==> src/rtl/bnn_layer_sched_if.sv <==
// Bundles the layer sequencer's control, data and weight/threshold RAM signals.
// Latency: n/a (wires only); the master drives Start/InVec/RAM data, the slave the rest.
// Backpressure: none; Start is a single-cycle request that is accepted only when idle.
// Optional macro BNN_SCHED_ABORT_EN adds the Abort request line.
interface bnn_layer_sched_if #(
   parameter int IN_CHUNKS = 4,
   parameter int NEURONS   = 8,
   parameter int ACC_W     = $clog2(4*IN_CHUNKS+1),
   parameter int WA_W      = $clog2(NEURONS*IN_CHUNKS),
   parameter int TA_W      = $clog2(NEURONS)
);
   logic                   Start;
   logic [4*IN_CHUNKS-1:0] InVec;
   logic [WA_W-1:0]        WAddr;
   logic                   WRdEn;
   logic [3:0]             WData;
   logic [TA_W-1:0]        TAddr;
   logic                   TRdEn;
   logic [ACC_W-1:0]       TData;
   logic                   Busy;
   logic                   Done;
   logic [NEURONS-1:0]     OutVec;
`ifdef BNN_SCHED_ABORT_EN
   logic                   Abort;
`endif

   modport master (
      output Start, InVec, WData, TData,
`ifdef BNN_SCHED_ABORT_EN
      output Abort,
`endif
      input  WAddr, WRdEn, TAddr, TRdEn, Busy, Done, OutVec
   );

   modport slave (
      input  Start, InVec, WData, TData,
`ifdef BNN_SCHED_ABORT_EN
      input  Abort,
`endif
      output WAddr, WRdEn, TAddr, TRdEn, Busy, Done, OutVec
   );
endinterface

==> src/rtl/bnn_layer_sched.sv <==
// Time-multiplexes one 4-input XNOR-popcount slice across a binary layer and thresholds each neuron.
// Latency: Done is high NEURONS*(IN_CHUNKS+1)+1 cycles after Start acceptance (41 with defaults).
// Backpressure: none; Start is ignored while Busy. BNN_SCHED_ABORT_EN adds Abort, which cancels a run.
module bnn_layer_sched #(
   parameter int IN_CHUNKS = 4,
   parameter int NEURONS   = 8,
   parameter int ACC_W     = $clog2(4*IN_CHUNKS+1),
   parameter int WA_W      = $clog2(NEURONS*IN_CHUNKS),
   parameter int TA_W      = $clog2(NEURONS)
) (
   input logic               Clk,
   input logic               Reset,
   bnn_layer_sched_if.slave  bus
);

   localparam int IN_W = 4*IN_CHUNKS;
   localparam int K_W  = $clog2(IN_CHUNKS+1);
   // Chunk index of the compare cycle and of the cycle that also fetches the threshold.
   localparam logic [K_W-1:0]  K_LAST = K_W'(IN_CHUNKS);
   localparam logic [K_W-1:0]  K_TRD  = K_W'(IN_CHUNKS-1);
   localparam logic [TA_W-1:0] N_LAST = TA_W'(NEURONS-1);

   typedef enum logic [1:0] {IDLE, RUN, FIN} state_t;

   state_t             state_q, state_d;
   logic [TA_W-1:0]    n_q, n_d;
   logic [K_W-1:0]     k_q, k_d;
   logic [ACC_W-1:0]   acc_q, acc_d;
   logic [IN_W-1:0]    in_q, in_d;
   logic [NEURONS-1:0] out_q, out_d;

   logic [3:0]         chunk;
   logic [3:0]         match;
   logic [2:0]         pc;
   logic [ACC_W-1:0]   acc_sum;

   // State register; async reset aborts any run and returns everything to zero.
   always_ff @(posedge Clk or posedge Reset) begin
      if (Reset) begin
         state_q <= IDLE;
         n_q     <= '0;
         k_q     <= '0;
         acc_q   <= '0;
         in_q    <= '0;
         out_q   <= '0;
      end else begin
         state_q <= state_d;
         n_q     <= n_d;
         k_q     <= k_d;
         acc_q   <= acc_d;
         in_q    <= in_d;
         out_q   <= out_d;
      end
   end

   // Popcount of input/weight agreement for the chunk whose weight arrives this cycle (k-1).
   always_comb begin
      chunk = '0;
      for (int j = 0; j < IN_CHUNKS; j++) begin
         if (k_q == K_W'(j+1)) chunk = in_q[4*j +: 4];
      end
      match   = ~(chunk ^ bus.WData);
      pc      = 3'(match[0]) + 3'(match[1]) + 3'(match[2]) + 3'(match[3]);
      acc_sum = acc_q + ACC_W'(pc);
   end

   // Next-state: walk chunks of each neuron, compare on the extra cycle, then step neuron.
   always_comb begin
      state_d = state_q;
      n_d     = n_q;
      k_d     = k_q;
      acc_d   = acc_q;
      in_d    = in_q;
      out_d   = out_q;
      case (state_q)
         IDLE: begin
            if (bus.Start) begin
               state_d = RUN;
               in_d    = bus.InVec;
               out_d   = '0;
               n_d     = '0;
               k_d     = '0;
               acc_d   = '0;
            end
         end
         RUN: begin
            if (k_q != '0) acc_d = acc_sum;
            if (k_q == K_LAST) begin
               // Threshold read was issued with the last weight, so TData is valid now.
               out_d[n_q] = (acc_sum >= bus.TData);
               acc_d      = '0;
               k_d        = '0;
               if (n_q == N_LAST) state_d = FIN;
               else               n_d     = n_q + 1'b1;
            end else begin
               k_d = k_q + 1'b1;
            end
`ifdef BNN_SCHED_ABORT_EN
            // Abort wins over this cycle's work; finished bits are kept, the rest stay 0.
            if (bus.Abort) begin
               state_d = IDLE;
               out_d   = out_q;
               acc_d   = '0;
               k_d     = '0;
               n_d     = '0;
            end
`endif
         end
         FIN: begin
            state_d = IDLE;
         end
         default: begin
            state_d = IDLE;
         end
      endcase
   end

   // RAM requests and status decode straight from state, so reset clears them immediately.
   always_comb begin
      bus.WRdEn  = (state_q == RUN) && (k_q != K_LAST);
      bus.WAddr  = bus.WRdEn ? (WA_W'(n_q) * WA_W'(IN_CHUNKS) + WA_W'(k_q)) : '0;
      bus.TRdEn  = (state_q == RUN) && (k_q == K_TRD);
      bus.TAddr  = bus.TRdEn ? n_q : '0;
      bus.Busy   = (state_q != IDLE);
      bus.Done   = (state_q == FIN);
      bus.OutVec = out_q;
   end

endmodule

==> src/flat_wrapper.sv <==
// flat-port wrapper written by rule: the top's interface ports become plain ports
module bnn_layer_sched_flat 
#(
   parameter int IN_CHUNKS = 4,
   parameter int NEURONS   = 8,
   parameter int ACC_W     = $clog2(4*IN_CHUNKS+1),
   parameter int WA_W      = $clog2(NEURONS*IN_CHUNKS),
   parameter int TA_W      = $clog2(NEURONS)
)
  (Clk, Reset, bus_Start, bus_InVec, bus_WData, bus_TData, bus_WAddr, bus_WRdEn, bus_TAddr, bus_TRdEn, bus_Busy, bus_Done, bus_OutVec);
  bnn_layer_sched_if #(.IN_CHUNKS(IN_CHUNKS), .NEURONS(NEURONS), .ACC_W(ACC_W), .WA_W(WA_W), .TA_W(TA_W)) bus_i ();
  input logic Clk;
  input logic Reset;
  input wire logic [$bits(bus_i.Start)-1:0] bus_Start;
  input wire logic [$bits(bus_i.InVec)-1:0] bus_InVec;
  input wire logic [$bits(bus_i.WData)-1:0] bus_WData;
  input wire logic [$bits(bus_i.TData)-1:0] bus_TData;
  output wire logic [$bits(bus_i.WAddr)-1:0] bus_WAddr;
  output wire logic [$bits(bus_i.WRdEn)-1:0] bus_WRdEn;
  output wire logic [$bits(bus_i.TAddr)-1:0] bus_TAddr;
  output wire logic [$bits(bus_i.TRdEn)-1:0] bus_TRdEn;
  output wire logic [$bits(bus_i.Busy)-1:0] bus_Busy;
  output wire logic [$bits(bus_i.Done)-1:0] bus_Done;
  output wire logic [$bits(bus_i.OutVec)-1:0] bus_OutVec;
  assign bus_i.Start = bus_Start;
  assign bus_i.InVec = bus_InVec;
  assign bus_i.WData = bus_WData;
  assign bus_i.TData = bus_TData;
  assign bus_WAddr = bus_i.WAddr;
  assign bus_WRdEn = bus_i.WRdEn;
  assign bus_TAddr = bus_i.TAddr;
  assign bus_TRdEn = bus_i.TRdEn;
  assign bus_Busy = bus_i.Busy;
  assign bus_Done = bus_i.Done;
  assign bus_OutVec = bus_i.OutVec;
  bnn_layer_sched #(.IN_CHUNKS(IN_CHUNKS), .NEURONS(NEURONS), .ACC_W(ACC_W), .WA_W(WA_W), .TA_W(TA_W)) u_core (.Clk(Clk), .Reset(Reset), .bus(bus_i));
endmodule
==> config.mk <==
export PLATFORM = sky130hd
export DESIGN_NAME = bnn_layer_sched_flat
export DESIGN_NICKNAME = d
export VERILOG_FILES = /design/src/rtl/bnn_layer_sched_if.sv /design/src/rtl/bnn_layer_sched.sv /design/src/flat_wrapper.sv
export SDC_FILE = /design/constraint.sdc
export NUM_CORES = 1
export LEC_CHECK = 0
export BUFFER_PORTS_ARGS = -buffer_cell sky130_fd_sc_hd__buf_2
export CAP_MARGIN = 20
export CORE_MARGIN = 2
export CORE_UTILIZATION = 54
export DETAILED_ROUTE_END_ITERATION = 7
export PLACE_DENSITY = 0.79
export SLEW_MARGIN = 10
export SYNTH_ARGS = -nofsm -noshare
export SYNTH_HDL_FRONTEND = slang
export SYNTH_SLANG_ARGS = --single-unit
==> constraint.sdc <==
create_clock -name Clk -period 5 [get_ports Clk]
set_input_delay 1 -clock Clk [delete_from_list [all_inputs] [get_ports Clk]]
set_output_delay 1 -clock Clk [all_outputs]
set_load 0.05 [all_outputs]
== Word level (Yosys, flattened, before mapping) ==
Index checks and enable logic that the tools add are counted.
Cells by class
  mux-type cells: 26
  add/subtract/negate cells: 7
  equal/unequal tests: 13
  reduce and logical (&&, ||, !) cells: 13
  bitwise gates (word level): 2
  magnitude comparators: 3
Operators by type and width (count)
  two-way mux 5 bit: 4
  two-way mux 4 bit: 4
  two-way mux 8 bit: 2
  case mux 8 bit (2 select lines): 1
  two-way mux 3 bit: 5
  case mux 3 bit (2 select lines): 2
  adder 5 x 3 -> 5 bit: 2
  case mux 5 bit (2 select lines): 1
  AND reduction 3 bit: 3
  bitwise mux 8 bit: 1
  adder 3 x 1 -> 3 bit: 2
  adder 3 x 1 -> 3 bit, second input constant: 2
  equality test 3 x 2 -> 1 bit, second input constant: 2
  equality test 3 bit, second input constant: 2
  two-way mux 2 bit: 3
  greater-or-equal comparator 5 bit: 1
  < comparator 3 x 4 -> 1 bit, second input constant: 1
  != test 2 x 1 -> 1 bit, second input constant: 2
  != test 2 bit, second input constant: 2
  inverter 4 bit: 1
  case mux 2 bit (2 select lines): 1
  AND reduction 2 bit: 2
  AND reduction 4 bit: 1
  nonzero test 2 bit: 2
  13 further kinds: 15
Word-level totals
  input port bits: 28
  bits in registers: 37

== Logic depth before layout (Yosys ltp) ==
Gate-level depths: netlist of run 1.
  depth after elaboration: 15
  depth in mapped cells: 19

== Worst setup path before layout of run 1 ==
Ideal clock, no wire load.
  path kind: register to register
  start: reg u_core.k_q[0]
  end: reg u_core.out_q[0] (netlist: u_core.bus.OutVec[0])
  slack: 0.530 ns
  stages on the path, launching flop included: 20
  arrival time: 4.338 ns
  buffers on the path: 1
  library setup time: 0.132 ns
  data required time: 4.868 ns
  cells stage by stage: dfrtp_1 ha_1 ha_1 clkbuf_1 nor4b_2 a222oi_1 a21oi_1 xnor2_1 ha_1 fa_1 ha_1 ha_1 a21o_1 a21oi_1 xnor2_1 ha_1 a21o_1 a21oi_1 o21a_1 o32ai_1
Between the ends
  word-level cells in the longest chain between the ends: 15
  elaborated cells between the ends (all ways): 20
  classes of those cells: add/sub: 4; order compare: 1; eq/ne: 5; mux: 7; bitwise: 2; reduce/logical: 1
RTL lines
  start: declaration: RTL line bnn_layer_sched.sv:27  | logic [K_W-1:0] k_q, k_d;
  start signal: assignment: RTL line bnn_layer_sched.sv:49  | k_q <= k_d;
  equality test 3 x 1 -> 1 bit: RTL line bnn_layer_sched.sv:60  | if (k_q == K_W'(j+1)) chunk = in_q[4*j +: 4];
  two-way mux 4 bit (4 in a row): RTL line bnn_layer_sched.sv:60
  bitwise XOR 4 bit: RTL line bnn_layer_sched.sv:62  | match = ~(chunk ^ bus.WData);
  inverter 4 bit: RTL line bnn_layer_sched.sv:62
  adder 1 x 1 -> 2 bit: RTL line bnn_layer_sched.sv:63  | pc = 3'(match[0]) + 3'(match[1]) + 3'(match[2]) + 3'(match[3]);
  adder 3 x 1 -> 3 bit (2 in a row): RTL line bnn_layer_sched.sv:63
  adder 5 x 3 -> 5 bit: RTL line bnn_layer_sched.sv:64  | acc_sum = acc_q + ACC_W'(pc);
  greater-or-equal comparator 5 bit: RTL line bnn_layer_sched.sv:90  | out_d[n_q] = (acc_sum >= bus.TData);
  bitwise mux 8 bit: RTL line bnn_layer_sched.sv:90
  two-way mux 8 bit: RTL line bnn_layer_sched.sv:88  | if (k_q == K_LAST) begin
  case mux 8 bit (2 select lines): RTL line bnn_layer_sched.sv:75  | case (state_q)
  end signal: assignment: RTL line bnn_layer_sched.sv:52  | out_q <= out_d;
  end: declaration: RTL line bnn_layer_sched.sv:30  | logic [NEURONS-1:0] out_q, out_d;
Several ways; a longest one is shown, not always the timed one. The select of a mux whose other input is x is not followed.
A chain may end at the register's enable or synchronous reset.

== Worst setup path in the final report of run 1 ==
  start: reg u_core.k_q[0]
  end: reg u_core.out_q[5] (netlist: u_core.bus.OutVec[5])
Same word-level chain as after synthesis.

==> flow_summary.toml, run 1 <==
[clocking]
ctsHoldBuffers = 0
clockRootBuffer = "clkbuf_8"
numCtsBuffers = 5
clk_path_buf_depth = 2
cts_tree = "done"
worstSkewPairLatency_ns = 0.29
htreeDepth = 2
clk_pin_slew_ns = 0.08
cts_sinks = 37

[worst_setup_path]
reg2reg_to = "u_core.bus.OutVec[5]"
cp.arrival_ns = 4.81
startpoint = "u_core.k_q[0]"
cp_max_fo = 10
path_class = "register to register"
rrSetupSlack_ns = 0.37
reg2reg_depth = 18
worst_setup_path_end_kind = "register"
reg2reg_from = "u_core.k_q[0]"
crit_end = "u_core.bus.OutVec[5]"
cp.required_ns = 5.19
start_kind = "register"

[floorplan]
rows = 23
core_area_um2 = 4000
die_w_um = 68.5
die_h_um = 68.5
dieArea_um2 = 4700
start_util_pct = 56.2
ios = 48

[yosys]
post-synth-top-area-fraction_pct = 41.2
syn_inst = 219
synth-seq-cells = 37
avgSynthCellArea_um2 = 10.3
yosysTopAreaCell = "dfrtp_1"
syn-num-nets = 268
netlist_top_cells_area = "dfrtp_1 (41%), ha_1 (11%), mux2_2 (8.5%)"
ys_warn_count = 0
ys_seq_area_share_pct = 41.2
synth_cell_types = 38
synthesis.area_um2 = 2250

[layout]
layout_common_cells = "buf_2 (47), dfrtp_1 (37), inv_1 (22)"
diodes = 0
multi_input_area_um2 = 1200
syn2layout_area_growth_pct = 17.0
final_layout_size_suffix_gt1_share_pct = 31.7
fill_cells = 322
nNetsFinal = 316
seqCellArea_um2 = 926
final_cells = 318
layout_commonest_cell = "buf_2"

[timing]
skew_ns = 0.00426
fin_setup_tns_ns = 0
rsz0062_at_grt = "false"
worst_slack_ns = 0.375
min_period_over_period_pct = 92.5
max_freq_mhz = 216
fin_crit_ns = 4.63
tightest_slew_ns = 0.588
slew_headroom_pct = 60.8
hold_viol = 0
setup_viol = 0
slew_viol_final = 0

[routing]
drt_iter0_drc = 117
ant_nets = 0
vias = 1771
wl_per_cell_um = 14.5
first_pass_iters = 5
drc = 0
routed_wl_um = 4600
drt-vias-per-instance = 5.57

[grt]
grt-ovfl-total = 0
grt_pass1_vias = 1582
grt_use_total_pct = 20.6
grt_max_degree = 38
grt_pass1_wl_um = 7220
antenna_found_initial = 0

[place]
dpl.cell_count = 308
numPortBuffers = 47
dp_slack_ns = 0.145
dpl.hpwl_um = 3290
routabilityCongestion = 0.820

[worst_hold_path]
min_path_type = "register to register"

[pwr]
p_per_area_nw_per_um2 = 456
peakVddDrop_uv = 203
p_switching_mw = 0.508
p_clk_share_pct = 17.6
p_leak_nw = 1.29
intPower_mw = 0.693
power_switching_share_pct = 42.3
pwr-share-seq_pct = 32.7
power_frac_comb_pct = 49.7

[status]
status = "complete, no violations"

[job]
cap_violations = 0
[worst min path at each step]
stage / startpoint / endpoint / slack, ns / cells after the start
2_1_floorplan: u_core.acc_q[0] / u_core.acc_q[0] / 0.45 / 2
3_3_place_gp: u_core.acc_q[0] / u_core.acc_q[0] / 0.47 / 2
3_5_place_dp: u_core.acc_q[2] / u_core.acc_q[2] / 0.49 / 2
4_1_cts: u_core.acc_q[2] / u_core.acc_q[2] / 0.51 / 2
5_1_grt: u_core.in_q[3] / u_core.in_q[3] / 0.52 / 1
6_report: u_core.acc_q[2] / u_core.acc_q[2] / 0.51 / 2
[metal layers]
metal	vias to the layer above	part of all wire (%)	global-route usage, %
li1	870	-	-
met1	845	46	29.8
met2	54	49	31.1
met3	2	4.7	4.71
met4	0	0.26	5.75
met5	-	0	0
[power groups by stage]
stage	Clock (mW)	Combinational [mW]	Sequential (mW)
after global routing	0.231	0.685	0.399
after CTS	0.217	0.590	0.392
after detailed placement	0	0.585	0.398
final	0.211	0.597	0.393
after floorplan	0	0.439	0.417
after global placement	0	0.570	0.397
[state kept, by name, indices dropped and copies added (netlist names)]
| signal | flops |
|---|---|
| u_core.acc_q | 5 |
| u_core.bus.OutVec | 8 |
| u_core.n_q | 3 |
| u_core.in_q | 16 |
| u_core.k_q | 3 |
| u_core.state_q | 2 |
[critical path, stage by stage, from the launching register on]
cell      delay, ns
dfrtp_1        0.43
ha_1           0.22
ha_2           0.26
nor4b_4        0.35
a222oi_1       0.14
a21oi_1        0.21
xnor2_1        0.14
ha_1           0.26
fa_1           0.39
ha_1           0.31
inv_1          0.07
fa_1           0.43
nor2b_1        0.12
o21ai_0        0.11
xnor2_1        0.16
ha_1           0.31
nand3_1        0.08
o21a_2         0.26
o41ai_2        0.28
[through the flow]
step / total power [mW] / hold WS [ns] / util, % / area (µm²)
4_1_cts: 1.20 / 0.510 / 64.9 / 2600
3_5_place_dp: 0.983 / 0.490 / 62.6 / 2500
2_1_floorplan: 0.857 / 0.453 / - / 2250
5_1_grt: 1.31 / 0.525 / 65.8 / 2630
6_report: 1.20 / 0.505 / 65.8 / 2630
3_3_place_gp: 0.966 / 0.475 / 62.6 / 2500
[cells by family (layout without fill, tap and decap cells)]
logic type	count (synthesis)	after routing	synth area share, %
mux	17	17	8.51
fa+ha+maj	21	21	12.4
xor+xnor	8	8	3.12
buf+inv	32	81	6.18
simple gates	56	56	13.3
compound gates	48	48	15.4
flops	37	37	41.2
[synth_stat cells]
cell,number
nor2_1,12
or2_2,1
nor2_4,1
nand2_1,14
and3_1,5
buf_2,3
xnor2_1,8
nand4b_1,1
nor4b_2,1
buf_6,1
o21ai_0,7
ha_1,19
inv_1,22
nor2b_1,4
a21o_1,4
o21a_1,2
or4_1,1
fa_1,2
o21bai_4,1
mux2_2,17
or3_1,1
and2b_1,1
and2_1,1
dfrtp_1,37
o31ai_1,4
a31o_1,1
a222oi_1,4
o32ai_1,5
clkbuf_1,4
o41ai_1,1
nand2b_1,4
nand3_2,1
a21oi_1,13
nand3_1,7
buf_4,2
nand2_2,1
a21boi_0,2
a22o_1,4
[what timing repair did]
action | CTS | global route
gates resized for setup | 0 | 4
setup endpoints to repair | 0 | 8
setup buffers | 0 | 2
[final cells by class]
class                      count  share of cell area [%]
multi-input combinational    150                    45.7
sequential                    37                    35.2
timing repair buffer          51                    10.1
inverter                      22                    3.14
clock buffer                   5                    2.62
tap                           50                    2.38
clock inverter                 3                   0.856
(Power assumes the default switching activity.)
==> inputs of run 2 (changes only) <==
CORE_ASPECT_RATIO = 0.75   (was default)
==> flow_summary.toml, run 2 (same netlist as run 1, synthesis figures left out) <==
[place]
dpl.cell_count = 313
numPortBuffers = 47
routabilityCongestion = 0.877
dpl_cell_area_um2 = 2510
dpl.hpwl_um = 3440

[grt]
antenna_found_initial = 0
grt_pass1_wl_um = 7800
grt_pass1_vias = 1704
grt-ovfl-total = 0
grt_use_total_pct = 21.9
grt_max_degree = 38

[pwr]
p_per_area_nw_per_um2 = 488
intPower_mw = 0.795
p_clk_share_pct = 23.3
power_switching_share_pct = 39.4
p_leak_nw = 1.33
peakVddDrop_uv = 256
p_switching_mw = 0.516
pwr-share-seq_pct = 30.1
power_frac_comb_pct = 46.7

[clocking]
clockRootBuffer = "clkbuf_8"
cts_sinks = 37
clk_pin_slew_ns = 0.07
clk_path_buf_depth = 2
numCtsBuffers = 5
htreeDepth = 2
ctsHoldBuffers = 0
worstSkewPairLatency_ns = 0.29
cts_tree = "done"

[layout]
largest_reg_flops = 16
final_layout_size_suffix_gt1_share_pct = 32.2
fill_cells = 330
nNetsFinal = 315
final_cells = 322
layout_commonest_cell = "buf_2"
layout_common_cells = "buf_2 (47), dfrtp_1 (37), inv_1 (22)"
diodes = 0
fin_area_um2 = 2690
top_register = "u_core.in_q"
syn2layout_area_growth_pct = 19.5

[routing]
ant_nets = 0
vias = 1782
routed_wl_um = 4710
drt-vias-per-instance = 5.53
drc = 0
drt_iter0_drc = 119
wl_per_cell_um = 14.6
first_pass_iters = 5

[timing]
hold_viol = 0
max_freq_mhz = 209
tightest_slew_ns = 0.581
setup_viol = 0
skew_ns = 0.00655
slew_viol_final = 0
min_period_over_period_pct = 95.6
slew_headroom_pct = 61.3
fin_crit_ns = 4.78

[floorplan]
rows = 20
ios = 48
dieArea_um2 = 4700
core_area_um2 = 4030
die_h_um = 59.9
die_w_um = 78.5
start_util_pct = 55.8

[worst_setup_path]
cp_max_fo = 10
start_kind = "register"
cp.arrival_ns = 4.96
path_class = "register to register"
cp.required_ns = 5.18
worst_setup_path_end_kind = "register"

[worst_hold_path]
min_path_type = "register to register"

[status]
status = "complete, no violations"

[job]
cap_violations = 0
[run 2: per-layer routing]
metal	wire length, µm	track usage [%]	share of wire [%]	up-vias
met5	0	0	0	-
met4	62	8.77	1.3	0
met3	237	5.29	5.0	9
met2	2080	30.8	44	56
met1	2320	32.5	49	851
li1	-	-	-	866
[run 2: final cells by class]
| cell class | count | area (µm²) | share of cell area (%) |
|---|---|---|---|
| Clock buffer | 5 | 68.8 | 2.56 |
| Clock inverter | 3 | 65.1 | 2.42 |
| Inverter | 22 | 82.6 | 3.07 |
| Multi-Input combinational cell | 150 | 1220 | 45.3 |
| Sequential cell | 37 | 926 | 34.5 |
| Tap cell | 55 | 68.8 | 2.56 |
| Timing Repair Buffer | 50 | 258 | 9.59 |
[run 2: power groups by stage]
stage / combinational [mW] / clock, mW / sequential, mW
finish: 0.612 / 0.305 / 0.394
floorplan: 0.439 / 0 / 0.417
global placement: 0.570 / 0 / 0.396
CTS: 0.600 / 0.311 / 0.393
detailed placement: 0.598 / 0 / 0.398
global route: 0.694 / 0.326 / 0.401
[run 2: worst paths after layout]
check,start,endpoint,slack (ns),depth (start not counted)
max in group asynchronous,Reset,u_core.acc_q[0],3.86,3
max,u_core.k_q[0],u_core.bus.OutVec[5],0.22,18
min in group asynchronous,Reset,u_core.in_q[14],0.81,3
min,u_core.acc_q[0],u_core.acc_q[0],0.50,2
min reg2reg,u_core.acc_q[0],u_core.acc_q[0],0.50,2
max reg2reg,u_core.k_q[0],u_core.bus.OutVec[5],0.22,18
[run 2: repair_timing]
item                       in CTS  in global routing
buffers inserted                0                  1
resized for setup               0                  6
setup endpoints to repair       0                  8
[run 2: metrics by stage]
step | setup WS, ns | total power [mW] | setup TNS, ns | util [%] | hold slack (ns)
2_1_floorplan | 0.530 | 0.857 | 0 | - | 0.453
3_3_place_gp | 0.303 | 0.966 | 0 | 62.3 | 0.473
3_5_place_dp | 0.186 | 0.997 | 0 | 62.3 | 0.482
4_1_cts | 0.0776 | 1.30 | 0 | 65.7 | 0.502
5_1_grt | -0.000415 | 1.42 | -0.000415 | 66.7 | 0.525
6_report | 0.218 | 1.31 | 0 | 66.7 | 0.500
[run 2: critical path: stages (launching register included)]
cell	delay (ns)
dfrtp_1	0.43
ha_1	0.23
ha_2	0.25
nor4b_4	0.38
a222oi_1	0.16
a21oi_1	0.21
xnor2_1	0.16
ha_1	0.28
fa_1	0.39
ha_1	0.30
inv_1	0.06
fa_1	0.44
nor2b_1	0.13
o21ai_0	0.11
xnor2_1	0.17
ha_1	0.31
nand3_1	0.09
o21a_2	0.28
o41ai_2	0.30
